[config.mk]
export PLATFORM = sky130hd
export DESIGN_NAME = parking_gate_controller
export DESIGN_NICKNAME = d
export VERILOG_FILES = /design/src/rtl/parking_pkg.sv /design/src/rtl/sensor_debounce.sv /design/src/rtl/parking_gate_controller.sv
export SDC_FILE = /design/constraint.sdc
export NUM_CORES = 1
export LEC_CHECK = 0
export CORE_ASPECT_RATIO = 0.5
export CORE_MARGIN = 2
export CORE_UTILIZATION = 37
export CTS_CLUSTER_SIZE = 14
export DETAILED_ROUTE_END_ITERATION = 8
export GPL_ROUTABILITY_DRIVEN = 0
export SLEW_MARGIN = 10
export SYNTH_ARGS = -nofsm -noshare
export SYNTH_HDL_FRONTEND = slang
export SYNTH_SLANG_ARGS = --single-unit
export TNS_END_PERCENT = 50
[constraint.sdc]
create_clock -name clk -period 4.1 [get_ports clk]
set_input_delay 0.41 -clock clk [delete_from_list [all_inputs] [get_ports clk]]
set_output_delay 0.41 -clock clk [all_outputs]
set_load 0.005 [all_outputs]
[src/rtl/parking_pkg.sv]
// rtl/parking_pkg.sv - shared state encodings and sensor-level constants for the parking gate
package parking_pkg;

  typedef enum logic [2:0] {
    ST_IDLE       = 3'd0,
    ST_IN_A       = 3'd1,
    ST_IN_AB      = 3'd2,
    ST_IN_B       = 3'd3,
    ST_OUT_B      = 3'd4,
    ST_OUT_AB     = 3'd5,
    ST_OUT_A      = 3'd6,
    ST_WAIT_CLEAR = 3'd7
  } state_e;

  // Debounced sensor pair packed as {A, B}, A being the outer beam.
  typedef enum logic [1:0] {
    SNS_CLEAR = 2'b00,
    SNS_B     = 2'b01,
    SNS_A     = 2'b10,
    SNS_AB    = 2'b11
  } sensor_e;

  function automatic logic is_passage(input state_e s);
    return (s != ST_IDLE) && (s != ST_WAIT_CLEAR);
  endfunction

endpackage

[src/rtl/sensor_debounce.sv]
// rtl/sensor_debounce.sv - two-flop synchroniser followed by a stability counter
module sensor_debounce #(
  parameter int DEBOUNCE_CYCLES = 4
) (
  input  logic clk_i,
  input  logic rst_ni,
  input  logic raw_i,
  output logic level_o
);

  localparam int DB_W = $clog2(DEBOUNCE_CYCLES + 1);
  localparam logic [DB_W-1:0] DB_LAST = DB_W'(DEBOUNCE_CYCLES - 1);

  logic            sync1_q;
  logic            sync2_q;
  logic            level_q;
  logic            level_d;
  logic [DB_W-1:0] cnt_q;
  logic [DB_W-1:0] cnt_d;

  // Any sample equal to the accepted level restarts the run of differing samples.
  always_comb begin
    level_d = level_q;
    cnt_d   = '0;
    if (sync2_q != level_q) begin
      if (cnt_q == DB_LAST) begin
        level_d = sync2_q;
      end else begin
        cnt_d = cnt_q + 1'b1;
      end
    end
  end

  always_ff @(posedge clk_i or negedge rst_ni) begin
    if (!rst_ni) begin
      sync1_q <= 1'b0;
      sync2_q <= 1'b0;
      level_q <= 1'b0;
      cnt_q   <= '0;
    end else begin
      sync1_q <= raw_i;
      sync2_q <= sync1_q;
      level_q <= level_d;
      cnt_q   <= cnt_d;
    end
  end

  assign level_o = level_q;

endmodule

[src/rtl/parking_gate_controller.sv]
// rtl/parking_gate_controller.sv - single-lane parking gate: direction FSM, occupancy, gate and LED bar
module parking_gate_controller
  import parking_pkg::*;
#(
  parameter int NUM_SLOTS       = 20,
  parameter int CNT_W           = 8,
  parameter int DEBOUNCE_CYCLES = 4,
  parameter int TIMEOUT_CYCLES  = 1000
) (
  input  logic                 clk,
  input  logic                 reset,
  input  logic                 a,
  input  logic                 b,
  output logic [CNT_W-1:0]     occupancy,
  output logic [NUM_SLOTS-1:0] led_slot,
  output logic                 full,
  output logic                 empty,
  output logic                 gate_open,
  output logic                 entry_pulse,
  output logic                 exit_pulse,
  output logic                 reject_pulse,
  output logic                 fault_pulse
);

  localparam int TO_W = $clog2(TIMEOUT_CYCLES + 1);
  localparam logic [TO_W-1:0]  TO_LAST = TO_W'(TIMEOUT_CYCLES - 1);
  localparam logic [CNT_W-1:0] OCC_MAX = CNT_W'(NUM_SLOTS);

  logic a_db;
  logic b_db;

  sensor_debounce #(.DEBOUNCE_CYCLES(DEBOUNCE_CYCLES)) u_deb_a (
    .clk_i   (clk),
    .rst_ni  (reset),
    .raw_i   (a),
    .level_o (a_db)
  );

  sensor_debounce #(.DEBOUNCE_CYCLES(DEBOUNCE_CYCLES)) u_deb_b (
    .clk_i   (clk),
    .rst_ni  (reset),
    .raw_i   (b),
    .level_o (b_db)
  );

  sensor_e sns;
  assign sns = sensor_e'({a_db, b_db});

  state_e           state_q;
  state_e           state_d;
  logic [TO_W-1:0]  to_cnt_q;
  logic [TO_W-1:0]  to_cnt_d;
  logic [CNT_W-1:0] occ_q;
  logic             gate_q;
  logic             entry_q;
  logic             exit_q;
  logic             reject_q;
  logic             fault_q;
  logic             inc_d;
  logic             dec_d;
  logic             reject_d;
  logic             fault_d;
  logic             full_w;
  logic             empty_w;

  assign full_w  = (occ_q == OCC_MAX);
  assign empty_w = (occ_q == '0);

  always_comb begin
    state_d  = state_q;
    to_cnt_d = '0;
    inc_d    = 1'b0;
    dec_d    = 1'b0;
    reject_d = 1'b0;
    fault_d  = 1'b0;
    case (state_q)
      ST_IDLE: begin
        case (sns)
          SNS_A: begin
            if (full_w) begin
              reject_d = 1'b1;
              state_d  = ST_WAIT_CLEAR;
            end else begin
              state_d  = ST_IN_A;
            end
          end
          SNS_B: begin
            if (empty_w) begin
              fault_d = 1'b1;
              state_d = ST_WAIT_CLEAR;
            end else begin
              state_d = ST_OUT_B;
            end
          end
          SNS_AB: begin
            fault_d = 1'b1;
            state_d = ST_WAIT_CLEAR;
          end
          default: state_d = ST_IDLE;
        endcase
      end
      ST_IN_A: begin
        if (sns == SNS_AB)         state_d = ST_IN_AB;
        else if (sns == SNS_CLEAR) state_d = ST_IDLE;
      end
      ST_IN_AB: begin
        if (sns == SNS_B)          state_d = ST_IN_B;
        else if (sns == SNS_A)     state_d = ST_IN_A;
      end
      ST_IN_B: begin
        if (sns == SNS_CLEAR) begin
          state_d = ST_IDLE;
          inc_d   = !full_w;
        end else if (sns == SNS_AB) begin
          state_d = ST_IN_AB;
        end
      end
      ST_OUT_B: begin
        if (sns == SNS_AB)         state_d = ST_OUT_AB;
        else if (sns == SNS_CLEAR) state_d = ST_IDLE;
      end
      ST_OUT_AB: begin
        if (sns == SNS_A)          state_d = ST_OUT_A;
        else if (sns == SNS_B)     state_d = ST_OUT_B;
      end
      ST_OUT_A: begin
        if (sns == SNS_CLEAR) begin
          state_d = ST_IDLE;
          dec_d   = !empty_w;
        end else if (sns == SNS_AB) begin
          state_d = ST_OUT_AB;
        end
      end
      ST_WAIT_CLEAR: begin
        if (sns == SNS_CLEAR)      state_d = ST_IDLE;
      end
      default: state_d = ST_IDLE;
    endcase

    // A legal move always wins; the timeout only runs while a passage state is held.
    if (is_passage(state_q) && (state_d == state_q)) begin
      if (to_cnt_q == TO_LAST) begin
        state_d = ST_WAIT_CLEAR;
        fault_d = 1'b1;
      end else begin
        to_cnt_d = to_cnt_q + 1'b1;
      end
    end
  end

  always_ff @(posedge clk or negedge reset) begin
    if (!reset) begin
      state_q  <= ST_IDLE;
      to_cnt_q <= '0;
      occ_q    <= '0;
      gate_q   <= 1'b0;
      entry_q  <= 1'b0;
      exit_q   <= 1'b0;
      reject_q <= 1'b0;
      fault_q  <= 1'b0;
    end else begin
      state_q  <= state_d;
      to_cnt_q <= to_cnt_d;
      if (inc_d && !full_w) begin
        occ_q <= occ_q + 1'b1;
      end else if (dec_d && !empty_w) begin
        occ_q <= occ_q - 1'b1;
      end
      gate_q   <= is_passage(state_q);
      entry_q  <= inc_d;
      exit_q   <= dec_d;
      reject_q <= reject_d;
      fault_q  <= fault_d;
    end
  end

  logic [NUM_SLOTS-1:0] led_w;

  always_comb begin
    led_w = '0;
    for (int i = 0; i < NUM_SLOTS; i++) begin
      led_w[i] = (CNT_W'(i) < occ_q);
    end
  end

  assign occupancy    = occ_q;
  assign led_slot     = led_w;
  assign full         = full_w;
  assign empty        = empty_w;
  assign gate_open    = gate_q;
  assign entry_pulse  = entry_q;
  assign exit_pulse   = exit_q;
  assign reject_pulse = reject_q;
  assign fault_pulse  = fault_q;

endmodule
==> results of run 1 <==
## state kept, by name (all words and copies together), names as in the netlist
signal	flops
fault_pulse	1
u_deb_a.sync1_q	1
u_deb_a.cnt_q	3
u_deb_a.sync2_q	1
reject_pulse	1
u_deb_a.level_o	1
occupancy	8
exit_pulse	1
u_deb_b.cnt_q	3
to_cnt_q	10
u_deb_b.sync2_q	1
entry_pulse	1
gate_open	1
u_deb_b.level_o	1
u_deb_b.sync1_q	1
state_q	3
## report_power, final
part           internal (uW)  switching [uW]  leakage (uW)  total [uW]
sequential               463             188      0.000496         651
combinational            641             479      0.000606        1120
clock                    130             117     0.0000431         247
total                   1230             785       0.00115        2020
## cell families (layout without fill, tap and decap cells)
logic type,Yosys count,count (layout),share of synthesized area
flip-flops,38,38,0.458
AND/OR/NAND/NOR,86,86,0.223
buffers and inverters,24,54,0.0542
adder cells (fa/ha/maj),6,6,0.0361
AO/OA/AOI/OAI,38,38,0.134
XOR/XNOR,20,20,0.0843
multiplexers,2,2,0.0108
## final timing paths
path,from,to,slack [ns],cells past startpoint
worst max register to register,occupancy[1],occupancy[3],1.83,7
min in group clk,u_deb_a.sync1_q,u_deb_a.sync2_q,0.36,0
worst min register to register,u_deb_a.sync1_q,u_deb_a.sync2_q,0.36,0
worst min-delay path,reset,u_deb_a.sync2_q,0.22,1
worst max-delay path,occupancy[4],led_slot[2],1.27,7
max in group asynchronous,reset,to_cnt_q[0],3.35,1
## cell usage after synthesis, types with 5 or more instances
| master | number | area (sq um) |
|---|---|---|
| nor3_1 | 7 | 35.0 |
| xnor2_1 | 13 | 114 |
| inv_1 | 9 | 33.8 |
| nand2_1 | 20 | 75.1 |
| nor2_1 | 18 | 67.6 |
| xor2_1 | 7 | 61.3 |
| and3_1 | 5 | 31.3 |
| nand3_1 | 8 | 40.0 |
| dfrtp_1 | 38 | 951 |
| buf_2 | 5 | 25.0 |
| o21ai_0 | 10 | 50.1 |
| nor2b_1 | 5 | 31.3 |
| clkbuf_1 | 6 | 22.5 |
| ha_1 | 6 | 75.1 |
## final cells by class
cell class	count	area, sq um
multi-input cells	152	1010
inverters	9	33.8
well taps	73	91.3
flip-flops and latches	38	951
repair buffers	39	383
clock buffers	6	82.6
fillers	494	2890
## critical path, cell delays in order, from the launching register on
cell	delay, ns
dfrtp_1	0.47
nor4_2	0.30
buf_4	0.21
inv_1	0.11
nor2_2	0.19
inv_1	0.08
or3_1	0.31
clkdlybuf4s50_1	0.46
## through the flow
stage / hold WS (ns) / worst slack [ns] / total power, uW / instance area, sq um / util
final: 0.221 / 1.27 / 2020 / 2560 / 0.470
after global routing: 0.299 / 1.07 / 2200 / 2560 / 0.470
after CTS: 0.265 / 1.24 / 2040 / 2560 / 0.470
after detailed placement: 0.350 / 1.57 / 1770 / 2470 / 0.454
after global placement: 0.333 / 1.65 / 1770 / 2470 / 0.454
after floorplan: 0.114 / 2.12 / 1230 / 2080 / -
## layer usage
layer  wire length (microns)  vias up
met5                       0        -
met3                     206        5
met1                    2150      791
met2                    1900       34
met4                      46        0
li1                        -      805
==> impl_metrics.ini, run 1 <==
[global_routing]
grt-busiest-layer = met2
grt_pass1_vias = 1629
grt_pass1_wl_microns = 7820
grt_max_degree = 39
grt_usage = 0.159
grt_overflow = 0
grtUsageMet3 = 0.0469
grt_util_met2 = 0.251
antenna_found_initial = 0
met1_usage = 0.214

[detailed_routing]
routed_wl_microns = 4310
route.antenna.remaining_nets = 0
first_iter_violations = 112
first_pass_iters = 4
wire_per_inst_microns = 13.6
vias = 1635
viasPerCell = 5.16
post-route-drc-count = 0

[timing]
finClkSkew_ns = 0.00494
rsz0062_at_grt = no
layout_min_cycle_time_ns = 2.83
clock.fmax_mhz = 354
tns_ns = 0
hold_viol = 0
tightest_slew_ns = 0.828
period_share = 0.690
setup_viol = 0
slew_headroom = 0.448
report.final.slew_viol_count = 0

[placed_design]
dpl.hpwl_microns = 3010
numPortBuffers = 38
dp_cells = 311

[worst_setup_path]
cp-start-kind = register
worst_ep_arrival_time_ns = 2.42
critPathCaptureType = primary output
path_max_fanout = 12
crit_type = reg -> out
required_ns = 3.69

[pwr]
vdd.ir_drop.worst_mv = 0.480
p_leak_uw = 0.00115
power_density_nw_per_um2 = 789

[finish]
finalNetCount = 255
diodes = 0
layout_common_cells = dfrtp_1, clkdlybuf4s50_1, nand2_1, nor2_1, xnor2_1
fin_cells = 317
syn_to_final_growth_pct = 23.0
mostFrequentLayoutCell = dfrtp_1
final_layout_size_suffix_gt1_frac = 0.0738

[clock_network]
worst_skew_pair.late_latency_ns = 0.28
clock_path_buffers = 2
holdBufCountCts = 0
clk_pin_slew_ns = 0.07
cts_max_level = 2
cts_made_buffers = 5
cts_tree = yes
root_buffer = clkbuf_8
post_cts_buffers = 0
clkSinkCount = 38
cts_resized = 0

[synth]
postSynth.asyncResetShare = 1.00
ys_warn_count = 0
synth-seq-cells = 38
synth_edf_count = 0
ys.flop_type = dfrtp_1
synth_area_sq_um = 2080
synth_cell_type_count = 54
avgSynthCellArea_sq_um = 9.71
synth_nets = 224
syn_inst = 214
ys_seq_area_frac = 0.458

[floorplanning]
core_area_sq_um = 5440
rows = 19
die_y_microns = 57.0
start_util = 0.382
io_pins = 39
dieArea_sq_um = 6270
die_w_microns = 110

[run]
drv_cap = 0

[outcome]
status = complete, no violations

[min_path]
worst_hold_path_type = in -> async
Note: power is estimated with default switching activity, not from simulation.
==> run 2, diff against run 1 <==
==> constraint.sdc (replaced) <==
create_clock -name clk -period 2.7 [get_ports clk]
set_input_delay 0.27 -clock clk [delete_from_list [all_inputs] [get_ports clk]]
set_output_delay 0.27 -clock clk [all_outputs]
set_load 0.005 [all_outputs]
==> run 2 against run 1 <==
Via count decreased by 0.12%. Total power increased by 53%. Clock skew decreased by 0.0011 ns. Highest routed layer unchanged. Critical path depth decreased by 2. Sequential cell count unchanged. First-iteration DRC count increased by 18%. Largest cell class unchanged. Final cell count unchanged. Combinational power increased by 53%.
==> impl_metrics.ini, run 2 (same netlist as run 1, synthesis figures left out) <==
[clock_network]
clock_path_buffers = 2
post_cts_buffers = 0
cts_made_buffers = 5
root_buffer = clkbuf_8
cts_tree = yes
cts_max_level = 2
clk_pin_slew_ns = 0.07
clkSinkCount = 38
cts_resized = 0
holdBufCountCts = 0
worst_skew_pair.late_latency_ns = 0.28

[min_path]
worst_hold_path_type = in -> async

[floorplanning]
die_w_microns = 110
rows = 19
io_pins = 39
die_y_microns = 57.0
dieArea_sq_um = 6270
start_util = 0.382
core_area_sq_um = 5440

[global_routing]
grt_pass1_vias = 1549
grt_overflow = 0
grt_max_degree = 39
grt_pass1_wl_microns = 7300
antenna_found_initial = 0
grt_usage = 0.149

[placed_design]
dpl.hpwl_microns = 3020
placed_area_sq_um = 2470
numPortBuffers = 38

[finish]
largest_reg_flops = 10
fill_cells = 498
stdcell_area_sq_um = 2570
final_layout_size_suffix_gt1_frac = 0.0820
seq_area_sq_um = 952
layout_common_cells = dfrtp_1, clkdlybuf4s50_1, nand2_1, nor2_1, xnor2_1
diodes = 0
largest_register = to_cnt_q
multi_input_area_sq_um = 1030
finalNetCount = 255
post-route-util = 0.472
syn_to_final_growth_pct = 23.6

[timing]
report.final.slew_viol_count = 0
setup_viol = 0
period_share = 0.954
rsz0062_at_grt = no
layout_min_cycle_time_ns = 2.58
slew_headroom = 0.445
finClkSkew_ns = 0.00386
clock.fmax_mhz = 388
tns_ns = 0
hold_viol = 0
tightest_slew_ns = 0.833

[detailed_routing]
first_iter_violations = 132
routed_wl_microns = 4390
viasPerCell = 5.15
route.antenna.remaining_nets = 0
post-route-drc-count = 0
first_pass_iters = 4
vias = 1633
wire_per_inst_microns = 13.8

[worst_setup_path]
worst_ep_arrival_time_ns = 2.31
required_ns = 2.43
path_max_fanout = 9
crit_type = reg -> out
cp-start-kind = register
critPathCaptureType = primary output

[pwr]
p_leak_uw = 0.00115
vdd.ir_drop.worst_mv = 0.752
power_density_nw_per_um2 = 1200

[run]
drv_cap = 0

[outcome]
status = complete, no violations
==> run 2: layout make-up <==
| type | instances | share of cell area |
|---|---|---|
| Tap cell | 73 | 0.0356 |
| Multi-Input combinational cell | 152 | 0.399 |
| Inverter | 9 | 0.0132 |
| Sequential cell | 38 | 0.371 |
| Timing Repair Buffer | 39 | 0.149 |
| Clock buffer | 6 | 0.0321 |
==> run 2: final timing paths <==
path / from / end / slack, ns / depth (start not counted)
min reg2reg: u_deb_b.sync1_q / u_deb_b.sync2_q / 0.35 / 0
max reg2reg: occupancy[1] / occupancy[3] / 0.48 / 7
max in group asynchronous: reset / occupancy[4] / 2.04 / 1
min in group clk: u_deb_b.sync1_q / u_deb_b.sync2_q / 0.35 / 0
min: reset / occupancy[3] / 0.08 / 1
max: occupancy[1] / full / 0.12 / 5
==> run 2: metal layers <==
layer / share of wire / wire length (microns) / track usage / vias up
met4: 0.010 / 46 / 0.0398 / 0
met2: 0.43 / 1880 / 0.220 / 49
met3: 0.071 / 310 / 0.0606 / 5
met5: 0 / 0 / 0 / -
met1: 0.49 / 2160 / 0.203 / 778
li1: - / - / - / 801
==> run 2: power by group <==
part	internal, uW	switching [uW]	leakage, uW
Sequential	703	297	0.000495
Combinational	986	728	0.000610
Clock	197	179	0.0000431
==> run 2: metrics by stage <==
stage | cells | setup WS, ns | hold slack (ns) | power (uW)
finish | 317 | 0.123 | 0.0831 | 3090
global route | 317 | 0.000917 | 0.147 | 3350
floorplan | 214 | 0.716 | -0.0256 | 1870
CTS | 317 | 0.0268 | 0.111 | 3100
detailed placement | 311 | 0.362 | 0.343 | 2690
global placement | 311 | 0.411 | 0.336 | 2680
==> run 2: critical path, cell delays in order (launching register included) <==
cell,delay (ns)
dfrtp_1,0.49
inv_1,0.18
ha_2,0.30
and4b_1,0.28
and2_1,0.23
clkdlybuf4s50_1,0.54
